## config.mk

```make
export PLATFORM = sky130hd
export DESIGN_NAME = bonus_spawner
export DESIGN_NICKNAME = d
export VERILOG_FILES = /design/src/rtl/bonus_pkg.sv /design/src/rtl/lfsr8.sv /design/src/rtl/bonus_spawner.sv
export SDC_FILE = /design/constraint.sdc
export NUM_CORES = 1
export LEC_CHECK = 0
export ABC_AREA = 1
export CORE_AREA = 2 2 75 77
export DETAILED_ROUTE_END_ITERATION = 8
export DIE_AREA = 0 0 77 79
export GPL_ROUTABILITY_DRIVEN = 1
export HOLD_SLACK_MARGIN = 0.08
export PLACE_DENSITY = 0.78
export SLEW_MARGIN = 0
export SYNTH_ARGS = -nofsm -noshare
export SYNTH_HDL_FRONTEND = slang
export SYNTH_SLANG_ARGS = --single-unit
```

## constraint.sdc

```tcl
create_clock -name clk -period 2.1 [get_ports clk]
set_input_delay 0.21 -clock clk [delete_from_list [all_inputs] [get_ports clk]]
set_output_delay 0.21 -clock clk [all_outputs]
set_load 0.005 [all_outputs]
```

## src/rtl/bonus_pkg.sv

```systemverilog
// Shared types and helpers for the bonus spawner and its LFSR.
// Purely declarative: no latency and no flow control of its own.
package bonus_pkg;

  typedef enum logic [1:0] {IDLE, ARMED, FALLING, COOLDOWN} spawn_state_t;
  typedef enum logic [1:0] {WIDE_PADDLE, SLOW_BALL, EXTRA_LIFE, MULTI_BALL} bonus_type_t;

  localparam int SCREEN_W = 640;
  localparam int BONUS_W  = 32;
  localparam int CNT_W    = 16;

  // Centre under the brick but keep the whole bonus on screen.
  function automatic logic [10:0] clamp_x(input logic [10:0] x, input int off, input int xmax);
    logic [11:0] sum;
    sum = {1'b0, x} + 12'(off);
    return (sum > 12'(xmax)) ? 11'(xmax) : sum[10:0];
  endfunction

endpackage

```

## src/rtl/lfsr8.sv

```systemverilog
// 8-bit Fibonacci LFSR (taps 8,6,5,4), loads SEED on reset.
// Output is the registered value; advances one step per enabled cycle, never stalls.
module lfsr8 #(
  parameter logic [7:0] SEED = 8'hA5
) (
  input  logic       clk,
  input  logic       reset,
  input  logic       en,
  output logic [7:0] lfsr
);

  logic [7:0] lfsr_q, lfsr_d;

  always_comb begin
    lfsr_d = lfsr_q;
    if (en) lfsr_d = {lfsr_q[6:0], lfsr_q[7] ^ lfsr_q[5] ^ lfsr_q[4] ^ lfsr_q[3]};
  end

  always_ff @(posedge clk) begin
    if (reset) lfsr_q <= SEED;
    else       lfsr_q <= lfsr_d;
  end

  assign lfsr = lfsr_q;

endmodule

```

## src/rtl/bonus_spawner.sv

```systemverilog
// Decides on brick hits whether to release a bonus; requests it until bonus_move reports it live.
// All outputs registered (activate one cycle after a winning hit); hits outside IDLE are dropped.
module bonus_spawner
  import bonus_pkg::*;
#(
  parameter int         SPAWN_PROB      = 64,
  parameter int         COOLDOWN_FRAMES = 90,
  parameter logic [7:0] LFSR_SEED       = 8'hA5,
  parameter int         X_OFFSET        = 16,
  parameter int         X_MAX           = SCREEN_W - BONUS_W
) (
  input  logic        clk,
  input  logic        reset,
  input  logic        startOfFrame,
  input  logic        brickHit,
  input  logic [10:0] brickX,
  input  logic [10:0] brickY,
  input  logic        bonusActive,
  input  logic        bonusCollision,
  input  logic [1:0]  lvl,
  output logic        activate,
  output logic [10:0] topXStart,
  output logic [10:0] topYStart,
  output logic [1:0]  bonusType,
  output logic        caught
);

  spawn_state_t state_q, state_d;
  logic [CNT_W-1:0] cnt_q, cnt_d;
  logic [1:0]  lvl_q;
  logic        activate_q, activate_d;
  logic        caught_q, caught_d;
  logic        caught_done_q, caught_done_d;
  logic [10:0] topx_q, topx_d;
  logic [10:0] topy_q, topy_d;
  logic [1:0]  type_q, type_d;
  logic [7:0]  lfsr;
  logic        spawn_ok;

  lfsr8 #(.SEED(LFSR_SEED)) u_lfsr (
    .clk   (clk),
    .reset (reset),
    .en    (1'b1),
    .lfsr  (lfsr)
  );

  // Nine-bit compare so SPAWN_PROB=256 means "always".
  assign spawn_ok = ({1'b0, lfsr} < 9'(SPAWN_PROB));

  always_comb begin
    state_d       = state_q;
    cnt_d         = cnt_q;
    caught_d      = 1'b0;
    caught_done_d = caught_done_q;
    topx_d        = topx_q;
    topy_d        = topy_q;
    type_d        = type_q;
    if (lvl != lvl_q) begin
      state_d = IDLE;
      cnt_d   = '0;
    end else begin
      unique case (state_q)
        IDLE: begin
          if (brickHit && !bonusActive && spawn_ok) begin
            topx_d  = clamp_x(brickX, X_OFFSET, X_MAX);
            topy_d  = brickY;
            type_d  = lfsr[1:0];
            state_d = ARMED;
          end
        end
        ARMED: begin
          if (bonusActive) begin
            state_d       = FALLING;
            caught_done_d = 1'b0;
          end
        end
        FALLING: begin
          // One catch pulse per fall, however long the paddle overlaps.
          if (bonusCollision && bonusActive && !caught_done_q) begin
            caught_d      = 1'b1;
            caught_done_d = 1'b1;
          end
          if (!bonusActive) begin
            if (COOLDOWN_FRAMES == 0) begin
              state_d = IDLE;
            end else begin
              cnt_d   = CNT_W'(COOLDOWN_FRAMES);
              state_d = COOLDOWN;
            end
          end
        end
        COOLDOWN: begin
          if (startOfFrame) begin
            cnt_d = cnt_q - 1'b1;
            if (cnt_q <= 1) begin
              cnt_d   = '0;
              state_d = IDLE;
            end
          end
        end
        default: state_d = IDLE;
      endcase
    end
    activate_d = (state_d == ARMED);
  end

  always_ff @(posedge clk) begin
    if (reset) begin
      state_q       <= IDLE;
      cnt_q         <= '0;
      lvl_q         <= 2'd0;
      activate_q    <= 1'b0;
      caught_q      <= 1'b0;
      caught_done_q <= 1'b0;
      topx_q        <= '0;
      topy_q        <= '0;
      type_q        <= 2'd0;
    end else begin
      state_q       <= state_d;
      cnt_q         <= cnt_d;
      lvl_q         <= lvl;
      activate_q    <= activate_d;
      caught_q      <= caught_d;
      caught_done_q <= caught_done_d;
      topx_q        <= topx_d;
      topy_q        <= topy_d;
      type_q        <= type_d;
    end
  end

  assign activate  = activate_q;
  assign topXStart = topx_q;
  assign topYStart = topy_q;
  assign bonusType = type_q;
  assign caught    = caught_q;

endmodule

```

==> flow_metrics.env, run 1 <==
export IMPL_utilization_pct=62.54
export IMPL_cts_resized_gates=0
export IMPL_num_vias=2344
export IMPL_timing_final_crit_share_pct=82.82
export IMPL_slew_viol_final=0
export IMPL_grt_usage_pct=18.97
export IMPL_power_density_mw_per_mm2=624.4
export IMPL_wl_per_cell_um=11.25
export IMPL_nets=456
export IMPL_synth_cell_types=30
export IMPL_max_freq_mhz=575.0
export IMPL_place_port_buffers=55
export IMPL_ys_flop_type="dfxtp_1"
export IMPL_synth_seq_cells=55
export IMPL_syn_to_final_growth_pct=29.58
export IMPL_hold_path_class="reg -> reg"
export IMPL_status="finished, final reports clean"
export IMPL_crit_arrival_ns=1.95
export IMPL_setup_tns_ns=0
export IMPL_start_util_pct=48.27
export IMPL_r2r_end="cnt_q[15]"
export IMPL_cts_tree="built"
export IMPL_grt_max_degree=26
export IMPL_total_power_mw=2.084
export IMPL_ios=56
export IMPL_p_seq_share_pct=51.7
export IMPL_post_cts_repair_setup_buffers=0
export IMPL_grt_pass1_wl_mm=9.535
export IMPL_rsz0062_at_grt="false"
export IMPL_root_buffer="clkbuf_8"
export IMPL_insertion_delay_ns=0.31
export IMPL_vias_per_cell=4.735
export IMPL_vdd_drop_max_v=0.0005966
export IMPL_critPathMaxStageDelay_ns=0.33
export IMPL_dieArea_sq_mm=0.006083
export IMPL_place_congestion=0.8696
export IMPL_reg2reg_depth=11
export IMPL_slowest_stage="dfxtp_1"
export IMPL_drt_initial_drc_count=113
export IMPL_grt_overflow_total=0
export IMPL_crit_fanout=8
export IMPL_fin_skew_ns=0.009323
export IMPL_instances_no_fill=495
export IMPL_cts_buffers=5
export IMPL_synth_avg_cell_area_sq_um=7.058
export IMPL_leakage_nw=1.478
export IMPL_yosysMostFrequentCell="nor2_1"
export IMPL_timing_rr_start="cnt_q[0]"
export IMPL_setup_viol=0
export IMPL_cts_hold_buf=0
export IMPL_die_h_um=79
export IMPL_fin_area_sq_mm=0.003338
export IMPL_antenna_left=0
export IMPL_critPathCaptureType="flip-flop"
export IMPL_min_to="u_lfsr.lfsr[3]"
export IMPL_hpwl_mm=4.187
export IMPL_drv_cap=0
export IMPL_r2r_slack_ns=0.36
export IMPL_dieWidth_um=77
export IMPL_dpl_cell_count=487
export IMPL_hold_violations=0
export IMPL_yosys_area_top_type="dfxtp_1"
export IMPL_drive_above_1_share_pct=8.274
export IMPL_synthTopCellsByArea="dfxtp_1 43%, nor2_1 11%, nand2_1 8.7%"
export IMPL_clk_pin_slew_worst_paths_ns=0.10
export IMPL_worstSetupStartpointType="flip-flop"
export IMPL_worst_slew_pin_transition_ns=0.6464
export IMPL_synth_nets=399
export IMPL_cts_buffer_depth=2
export IMPL_p_comb_share_pct=9.1
export IMPL_ys_seq_area_share_pct=42.74
export IMPL_p_clk_share_pct=39.3
export IMPL_coreArea_sq_mm=0.005338
export IMPL_min_path_cells=2
export IMPL_synthTopCellsByCount="77 x nor2_1, 60 x nand2_1, 55 x dfxtp_1, 49 x inv_1, 25 x nand3_1"
export IMPL_path_class="reg -> reg"
export IMPL_synth_edf_count=0
export IMPL_grt_antenna_before_repair=0
export IMPL_cts_htree_levels=2
export IMPL_internal_power_mw=1.639
export IMPL_antenna_cells=0
export IMPL_cpMostUsedCell="nand2_1"
export IMPL_cp_required_ns=2.31
export IMPL_finalCriticalPeriod_ns=1.739
export IMPL_switching_share_pct=21.34
export IMPL_p_switching_uw=444.7
export IMPL_drcViolationCount=0
export IMPL_place_area_sq_mm=0.003202
export IMPL_rows=27
export IMPL_cts_sinks=55
export IMPL_syn_inst=365
export IMPL_ys_async_sr_fraction_pct=0
export IMPL_drt_first_pass_iters=4
export IMPL_netlist_area_sq_mm=0.002576
export IMPL_synth_top_cell_area_share_pct=42.74
export IMPL_grt_pass1_vias=2266
export IMPL_holdCritStartpoint="u_lfsr.lfsr[2]"
export IMPL_crit_chain="inv_1, ha_1, inv_1, nand2_1, nand2_1, nor2_1, nand2_2, nand2_1, nand2_1, nand2_4, and3b_1"
export IMPL_slew_headroom_pct=56.86
export IMPL_wirelength_mm=5.571
export IMPL_yosysWarnings=0
==> power groups by stage <==
| stage | combinational, mW | sequential, mW | clock [mW] |
|---|---|---|---|
| final | 0.189 | 1.08 | 0.818 |
| after CTS | 0.191 | 1.08 | 0.831 |
| after global routing | 0.211 | 1.08 | 0.863 |
| after detailed placement | 0.189 | 1.10 | 0 |
| after floorplan | 0.0923 | 1.10 | 0 |
| after global placement | 0.188 | 1.10 | 0 |
==> through the flow <==
stage	worst slack, ns	hold WS, ns
global route	0.2180	0.4442
detailed placement	0.1949	0.4077
global placement	0.2307	0.4012
finish	0.3609	0.4167
floorplan	0.6455	0.3138
CTS	0.3812	0.4201
==> worst max-delay path by stage <==
stage,depth (start not counted),to,slack [ns],start
5_1_grt,11,cnt_q[15],0.22,cnt_q[0]
3_5_place_dp,6,topXStart[9],0.19,lvl[1]
4_1_cts,11,cnt_q[15],0.38,cnt_q[0]
2_1_floorplan,11,cnt_q[15],0.65,cnt_q[0]
3_3_place_gp,8,topXStart[0],0.23,brickX[4]
6_report,11,cnt_q[15],0.36,cnt_q[0]
==> logic make-up (layout without fill, tap and decap cells) <==
group,count (synthesis),after routing,synth area share (%)
and+or+nand+nor,190,190,33.32
buffers and inverters,61,119,9.033
DFF,55,55,42.74
AOI/OAI and AO/OA,42,42,8.548
xor gates and xnor gates,13,13,4.420
adders and majority gates,4,4,1.943
==> critical path: cells and delay by family, from the launching register on <==
family        cells  cell delay [ns]
buf+inv           2             0.18
flops             1             0.33
simple gates      8             0.94
fa+ha+maj         1             0.22
==> layer usage <==
metal	vias up	track usage (%)	share of wire [%]
li1	1246	-	-
met1	1040	22.78	46
met2	47	34.04	48
met3	11	2.955	3.2
met4	0	7.679	2.2
met5	-	0	0
==> registers in the layout, indices dropped and copies added, names as in the netlist <==
signal,cells
activate,1
bonusType,2
caught,1
caught_done_q,1
cnt_q,16
lvl_q,2
state_q,2
topXStart,11
topYStart,11
u_lfsr.lfsr,8
==> layout by cell type, fill, tap and decap left out, types with 3 or more instances in the layout <==
cell / instances
a21oi_1: 19
clkbuf_8: 5
clkdlybuf4s50_1: 55
dfxtp_1: 55
ha_1: 4
inv_1: 49
inv_2: 5
nand2_1: 60
nand2_2: 4
nand2_4: 3
nand3_1: 25
nor2_1: 77
nor2_2: 3
nor2_4: 3
nor3_1: 3
o21ai_0: 18
or2_2: 4
xnor2_1: 6
xor2_1: 7
==> layout make-up <==
type                       count  area (sq um)
fill                         513          1999
multi-input combinational    249          1242
sequential                    55          1101
timing repair buffer          57         565.5
inverter                      54         202.7
tap                           72         90.09
clock buffer                   5         68.82
clock inverter                 3         67.56
Power figures use the tool's default switching activity.
==> run 2, diff against run 1 <==
Settings changed: CORE_AREA 2 2 75 77 to 2 2 79 81, DIE_AREA 0 0 77 79 to 0 0 81 83, PLACE_DENSITY 0.78 to 0.74.
Clock period 2.1 ns to 1.6 ns, I/O delays scaled along.
==> run 2 against run 1 <==
Routed wire length rose by 2.6%. First-iteration DRC count fell by 38%. Sequential share of layout area fell by 2.2 points. Hold slack got worse by 0.0053 ns. Via count rose by 3.6%. Clock power fell by 4.2%. Highest routed layer unchanged. Register-to-register slack got worse by 0.27 ns. Die area rose by 11%. Non-clock buffer count rose by 30. Largest cell class unchanged. Clock-buffer cell count did not move.
==> flow_metrics.env, run 2 (synthesis gave the netlist of run 1 again) <==
export IMPL_cp_endpoint="cnt_q[14]"
export IMPL_die_h_um=83
export IMPL_timing_rr_start="cnt_q[1]"
export IMPL_max_freq_mhz=660.6
export IMPL_cts_buffers=5
export IMPL_rows=28
export IMPL_drt_initial_drc_count=70
export IMPL_hpwl_mm=4.464
export IMPL_grt_overflow_total=0
export IMPL_drcViolationCount=0
export IMPL_reg2reg_depth=12
export IMPL_cts_buffer_depth=2
export IMPL_vias_per_cell=4.600
export IMPL_nets=486
export IMPL_crit_fanout=5
export IMPL_num_vias=2429
export IMPL_path_class="reg -> reg"
export IMPL_cpMostUsedCell="nand2_1"
export IMPL_drive_above_1_share_pct=15.89
export IMPL_wirelength_mm=5.715
export IMPL_slew_viol_final=0
export IMPL_fin_skew_ns=0.01227
export IMPL_setup_tns_ns=0
export IMPL_antenna_left=0
export IMPL_cp_required_ns=1.84
export IMPL_crit_arrival_ns=1.75
export IMPL_crit_chain="inv_2, ha_1, inv_1, nand2_1, nand2_1, nor2_2, nand2_2, nand2_1, nand2_2, nand2_4, buf_4, nor3b_2"
export IMPL_timing_final_crit_share_pct=94.62
export IMPL_cts_htree_levels=2
export IMPL_critPathMaxStageDelay_ns=0.37
export IMPL_startpoint="cnt_q[1]"
export IMPL_syn_to_final_growth_pct=38.95
export IMPL_regMostFlops="cnt_q"
export IMPL_finalCriticalPeriod_ns=1.514
export IMPL_status="finished, final reports clean"
export IMPL_grt_max_degree=26
export IMPL_start_util_pct=44.30
export IMPL_root_buffer="clkbuf_8"
export IMPL_final_common_cell="nor2_1"
export IMPL_cts_tree="built"
export IMPL_worst_slew_pin_transition_ns=0.3088
export IMPL_grt_pass1_vias=2343
export IMPL_fin_ws_ns=0.08615
export IMPL_grt_pass1_wl_mm=9.901
export IMPL_slew_headroom_pct=79.26
export IMPL_worstSetupStartpointType="flip-flop"
export IMPL_dieWidth_um=81
export IMPL_coreArea_sq_mm=0.005816
export IMPL_hold_path_class="reg -> reg"
export IMPL_grt_antenna_before_repair=0
export IMPL_leakage_nw=1.619
export IMPL_setup_viol=0
export IMPL_ios=56
export IMPL_power_density_mw_per_mm2=693.4
export IMPL_drv_cap=0
export IMPL_dieArea_sq_mm=0.006723
export IMPL_clk_pin_slew_worst_paths_ns=0.11
export IMPL_insertion_delay_ns=0.31
export IMPL_grt_usage_pct=18.21
export IMPL_final_cell_mix="75 x nor2_1, 59 x nand2_1, 55 x dfxtp_1, 55 x clkdlybuf4s50_1, 48 x inv_1"
export IMPL_place_port_buffers=55
export IMPL_largest_reg_flops=16
export IMPL_r2r_end="cnt_q[14]"
export IMPL_pre_cts_slack_ns=-0.2111
export IMPL_wl_per_cell_um=10.82
export IMPL_place_congestion=0.8089
export IMPL_cts_sinks=55
export IMPL_drt_first_pass_iters=4
export IMPL_hold_violations=0
export IMPL_r2r_slack_ns=0.09
export IMPL_critPathCaptureType="flip-flop"
export IMPL_holdCritStartpoint="u_lfsr.lfsr[2]"
export IMPL_min_path_cells=2
export IMPL_antenna_cells=0
export IMPL_slowest_stage="dfxtp_1"
export IMPL_vdd_drop_max_v=0.0005215
[run 2: cell types whose count changed in the layout (fill, tap and decap cells not counted), sizes merged]
cell    delta
clkinv     +2
bufinv     -2
buf       +30
[run 2: how the worst min path moves through the flow]
stage                           to  slack, ns
global route              lvl_q[1]       0.40
finish              u_lfsr.lfsr[3]       0.41
global placement    u_lfsr.lfsr[3]       0.40
detailed placement  u_lfsr.lfsr[3]       0.40
floorplan           u_lfsr.lfsr[2]       0.26
CTS                       lvl_q[1]       0.40
[run 2: cell type report]
cell class                 count  area, sq um
fill                         568         2236
multi-input combinational    249         1272
sequential                    55         1101
timing repair buffer          87        815.8
inverter                      54        202.7
tap                           75        93.84
clock buffer                   5        68.82
clock inverter                 3        25.02
[run 2: repair_timing]
action	CTS	global route
endpoints found under the setup margin	0	17
buffers inserted	0	2
hold buffers	0	0
resized for setup	0	8
[run 2: layer usage]
metal / vias to the layer above / share of wire [%] / global-route usage, % / wire length (um)
met5: - / 0 / 0 / 0
met4: 0 / 1.4 / 5.701 / 80
met3: 7 / 2.8 / 3.587 / 161
met2: 35 / 52 / 32.61 / 2945
met1: 1085 / 44 / 21.34 / 2527
li1: 1302 / - / - / -
[run 2: metrics by stage]
stage / power, mW / instance area [sq um] / instances / util, % / hold WS [ns]
floorplan: 1.565 / 2576 / 365 / - / 0.2638
global placement: 1.721 / 3441 / 518 / 59.17 / 0.3980
detailed placement: 1.726 / 3441 / 518 / 59.17 / 0.3965
CTS: 2.508 / 3535 / 526 / 60.78 / 0.4021
global route: 2.616 / 3580 / 528 / 61.55 / 0.4007
finish: 2.482 / 3580 / 528 / 61.55 / 0.4114
[run 2: worst max-delay path, delay by kind of cell, from the launching register on]
family,cells,cell delay [ns]
buffers and inverters,3,0.28
AND/OR/NAND/NOR,8,0.61
adder cells (fa/ha/maj),1,0.17
flip-flops,1,0.37
[run 2: report_power, final]
group | switching [mW] | leakage [nW] | internal [mW] | total [mW]
sequential | 0.0145 | 0.446 | 1.40 | 1.41
clock | 0.470 | 0.0443 | 0.314 | 0.784
combinational | 0.126 | 1.13 | 0.159 | 0.285
==> run 3, diff against run 2 <==
--- a/config.mk
+++ b/config.mk
@@ -8,5 +8,5 @@
 export ABC_AREA = 1
-export CORE_AREA = 2 2 79 81
+export CORE_AREA = 4 4 67 100
 export DETAILED_ROUTE_END_ITERATION = 8
-export DIE_AREA = 0 0 81 83
+export DIE_AREA = 0 0 71 104
 export GPL_ROUTABILITY_DRIVEN = 1
==> constraint.sdc (replaced) <==
create_clock -name clk -period 1.6 [get_ports clk]
set_input_delay 0.32 -clock clk [delete_from_list [all_inputs] [get_ports clk]]
set_output_delay 0.32 -clock clk [all_outputs]
set_load 0.005 [all_outputs]
==> run 3 against run 2 <==
Cell area rose by 4.8%. Critical path depth fell by 5. Hold slack improved by 0.0081 ns. Non-clock buffer count rose by 3. First-iteration DRC count rose by 24%. Routed wire length rose by 18%. Total power rose by 8.8%. Global-route usage fell by 0.55 points. Sequential power barely moved. Sequential share of layout area fell by 1.3 points. Register-to-register slack got worse by 0.02 ns. Highest routed layer unchanged.
==> flow_metrics.env, run 3 (synthesis gave the netlist of run 1 again) <==
export IMPL_pre_cts_slack_ns=-0.3470
export IMPL_coreArea_sq_mm=0.005786
export IMPL_critPathCaptureType="flip-flop"
export IMPL_wl_per_cell_um=12.78
export IMPL_path_class="in -> reg"
export IMPL_grt_pass1_vias=2513
export IMPL_cpMostUsedCell="buf_4"
export IMPL_ios=56
export IMPL_drv_cap=0
export IMPL_regMostFlops="cnt_q"
export IMPL_crit_fanout=19
export IMPL_wirelength_mm=6.771
export IMPL_dieArea_sq_mm=0.007384
export IMPL_vias_per_cell=4.802
export IMPL_worst_slew_pin_transition_ns=0.2782
export IMPL_place_port_buffers=55
export IMPL_setup_viol=0
export IMPL_drive_above_1_share_pct=20.52
export IMPL_max_freq_mhz=636.0
export IMPL_slowest_stage="clkdlybuf4s50_1"
export IMPL_fin_skew_ns=0.009197
export IMPL_rows=34
export IMPL_clk_pin_slew_worst_paths_ns=0.09
export IMPL_total_power_mw=2.701
export IMPL_vdd_drop_max_v=0.0008192
export IMPL_final_common_cell="nor2_1"
export IMPL_drt_initial_drc_count=87
export IMPL_crit_buf_inv=3
export IMPL_fin_area_sq_mm=0.003752
export IMPL_final_cell_mix="74 x nor2_1, 56 x nand2_1, 53 x dfxtp_1, 52 x clkdlybuf4s50_1, 48 x inv_1"
export IMPL_antenna_cells=0
export IMPL_cts_sinks=55
export IMPL_syn_to_final_growth_pct=45.65
export IMPL_setup_tns_ns=0
export IMPL_fin_ws_ns=0.02767
export IMPL_hpwl_mm=4.920
export IMPL_drt_first_pass_iters=5
export IMPL_slew_headroom_pct=81.39
export IMPL_timing_final_crit_share_pct=98.27
export IMPL_worstSetupStartpointType="primary input"
export IMPL_insertion_delay_ns=0.30
export IMPL_start_util_pct=44.53
export IMPL_num_vias=2545
export IMPL_power_density_mw_per_mm2=719.7
export IMPL_utilization_pct=64.86
export IMPL_cts_htree_levels=2
export IMPL_grt_pass1_wl_mm=10.73
export IMPL_grt_usage_pct=17.65
export IMPL_cp_required_ns=1.79
export IMPL_drcViolationCount=0
export IMPL_status="finished, final reports clean"
export IMPL_cts_buffers=5
export IMPL_cts_tree="built"
export IMPL_grt_antenna_before_repair=0
export IMPL_grt_overflow_total=0
export IMPL_crit_chain="clkdlybuf4s50_1, xnor2_2, buf_4, nand3_2, buf_4, o21ai_0, nor2_1"
export IMPL_dpl_cell_count=516
export IMPL_critical_path_top_delay_family="buffers and inverters"
export IMPL_antenna_left=0
export IMPL_die_h_um=104
export IMPL_crit_arrival_ns=1.77
export IMPL_hold_slack_ns=0.4195
export IMPL_largest_reg_flops=16
export IMPL_slew_viol_final=0
export IMPL_critPathMaxStageDelay_ns=0.46
export IMPL_instances_no_fill=530
export IMPL_root_buffer="clkbuf_8"
export IMPL_hold_violations=0
export IMPL_finalCriticalPeriod_ns=1.572
export IMPL_nets=491
export IMPL_place_congestion=0.8980
export IMPL_rsz0062_at_grt="true"
export IMPL_place_area_sq_mm=0.003432
export IMPL_hold_path_class="reg -> reg"
export IMPL_cts_buffer_depth=2
export IMPL_dieWidth_um=71
export IMPL_grt_max_degree=20
export IMPL_leakage_nw=1.716
## run 3: changes by cell type in the layout (fill, tap and decap cells not counted), moves of 3 or more
cell	change
buf_4	+3
nand2_2	+3
clkdlybuf4s50_1	-3
nand2_1	-3
nand3_1	-3
dlymetal6s2s_1	+3
## run 3: worst register-to-register path: cells and delay by family, from the launching register on
family	cells	cell delay (ns)
and+or+nand+nor	8	1.06
DFF	1	0.37
## run 3: routing by layer
layer | wire length, um | part of all wire, % | track usage, % | up-vias
li1 | - | - | - | 1316
met1 | 2530 | 37 | 18.22 | 1141
met2 | 3711 | 55 | 33.13 | 67
met3 | 270 | 4.0 | 2.901 | 21
met4 | 259 | 3.8 | 8.737 | 0
met5 | 0 | 0 | 0 | -
## run 3: repair_timing
| item | 4_1_cts | 5_1_grt |
|---|---|---|
| gates cloned | 0 | 2 |
| gates resized for setup | 2 | 32 |
| buffers inserted | 0 | 4 |
| setup endpoints to repair | 7 | 28 |
| hold buffers | 0 | 0 |
| pin swaps | 0 | 10 |
## run 3: layout make-up
class / instances / area, sq um
fillers: 525 / 2033
clock inverters: 2 / 35.03
repair buffers: 90 / 845.8
inverters: 54 / 202.7
multi-input cells: 251 / 1393
well taps: 72 / 90.09
clock buffers: 6 / 82.58
flip-flops and latches: 55 / 1104
## run 3: path summary, 6_finish.rpt
check | depth (start not counted) | startpoint | slack [ns] | to
hold reg to reg | 2 | u_lfsr.lfsr[2] | 0.42 | u_lfsr.lfsr[3]
hold / removal | 2 | u_lfsr.lfsr[2] | 0.42 | u_lfsr.lfsr[3]
setup reg to reg | 8 | cnt_q[4] | 0.07 | cnt_q[15]
setup / recovery | 7 | lvl[1] | 0.03 | bonusType[1]
## run 3: power by group
group          internal (mW)  switching, mW
Sequential              1.40         0.0169
Clock                  0.507          0.445
Combinational          0.179          0.154
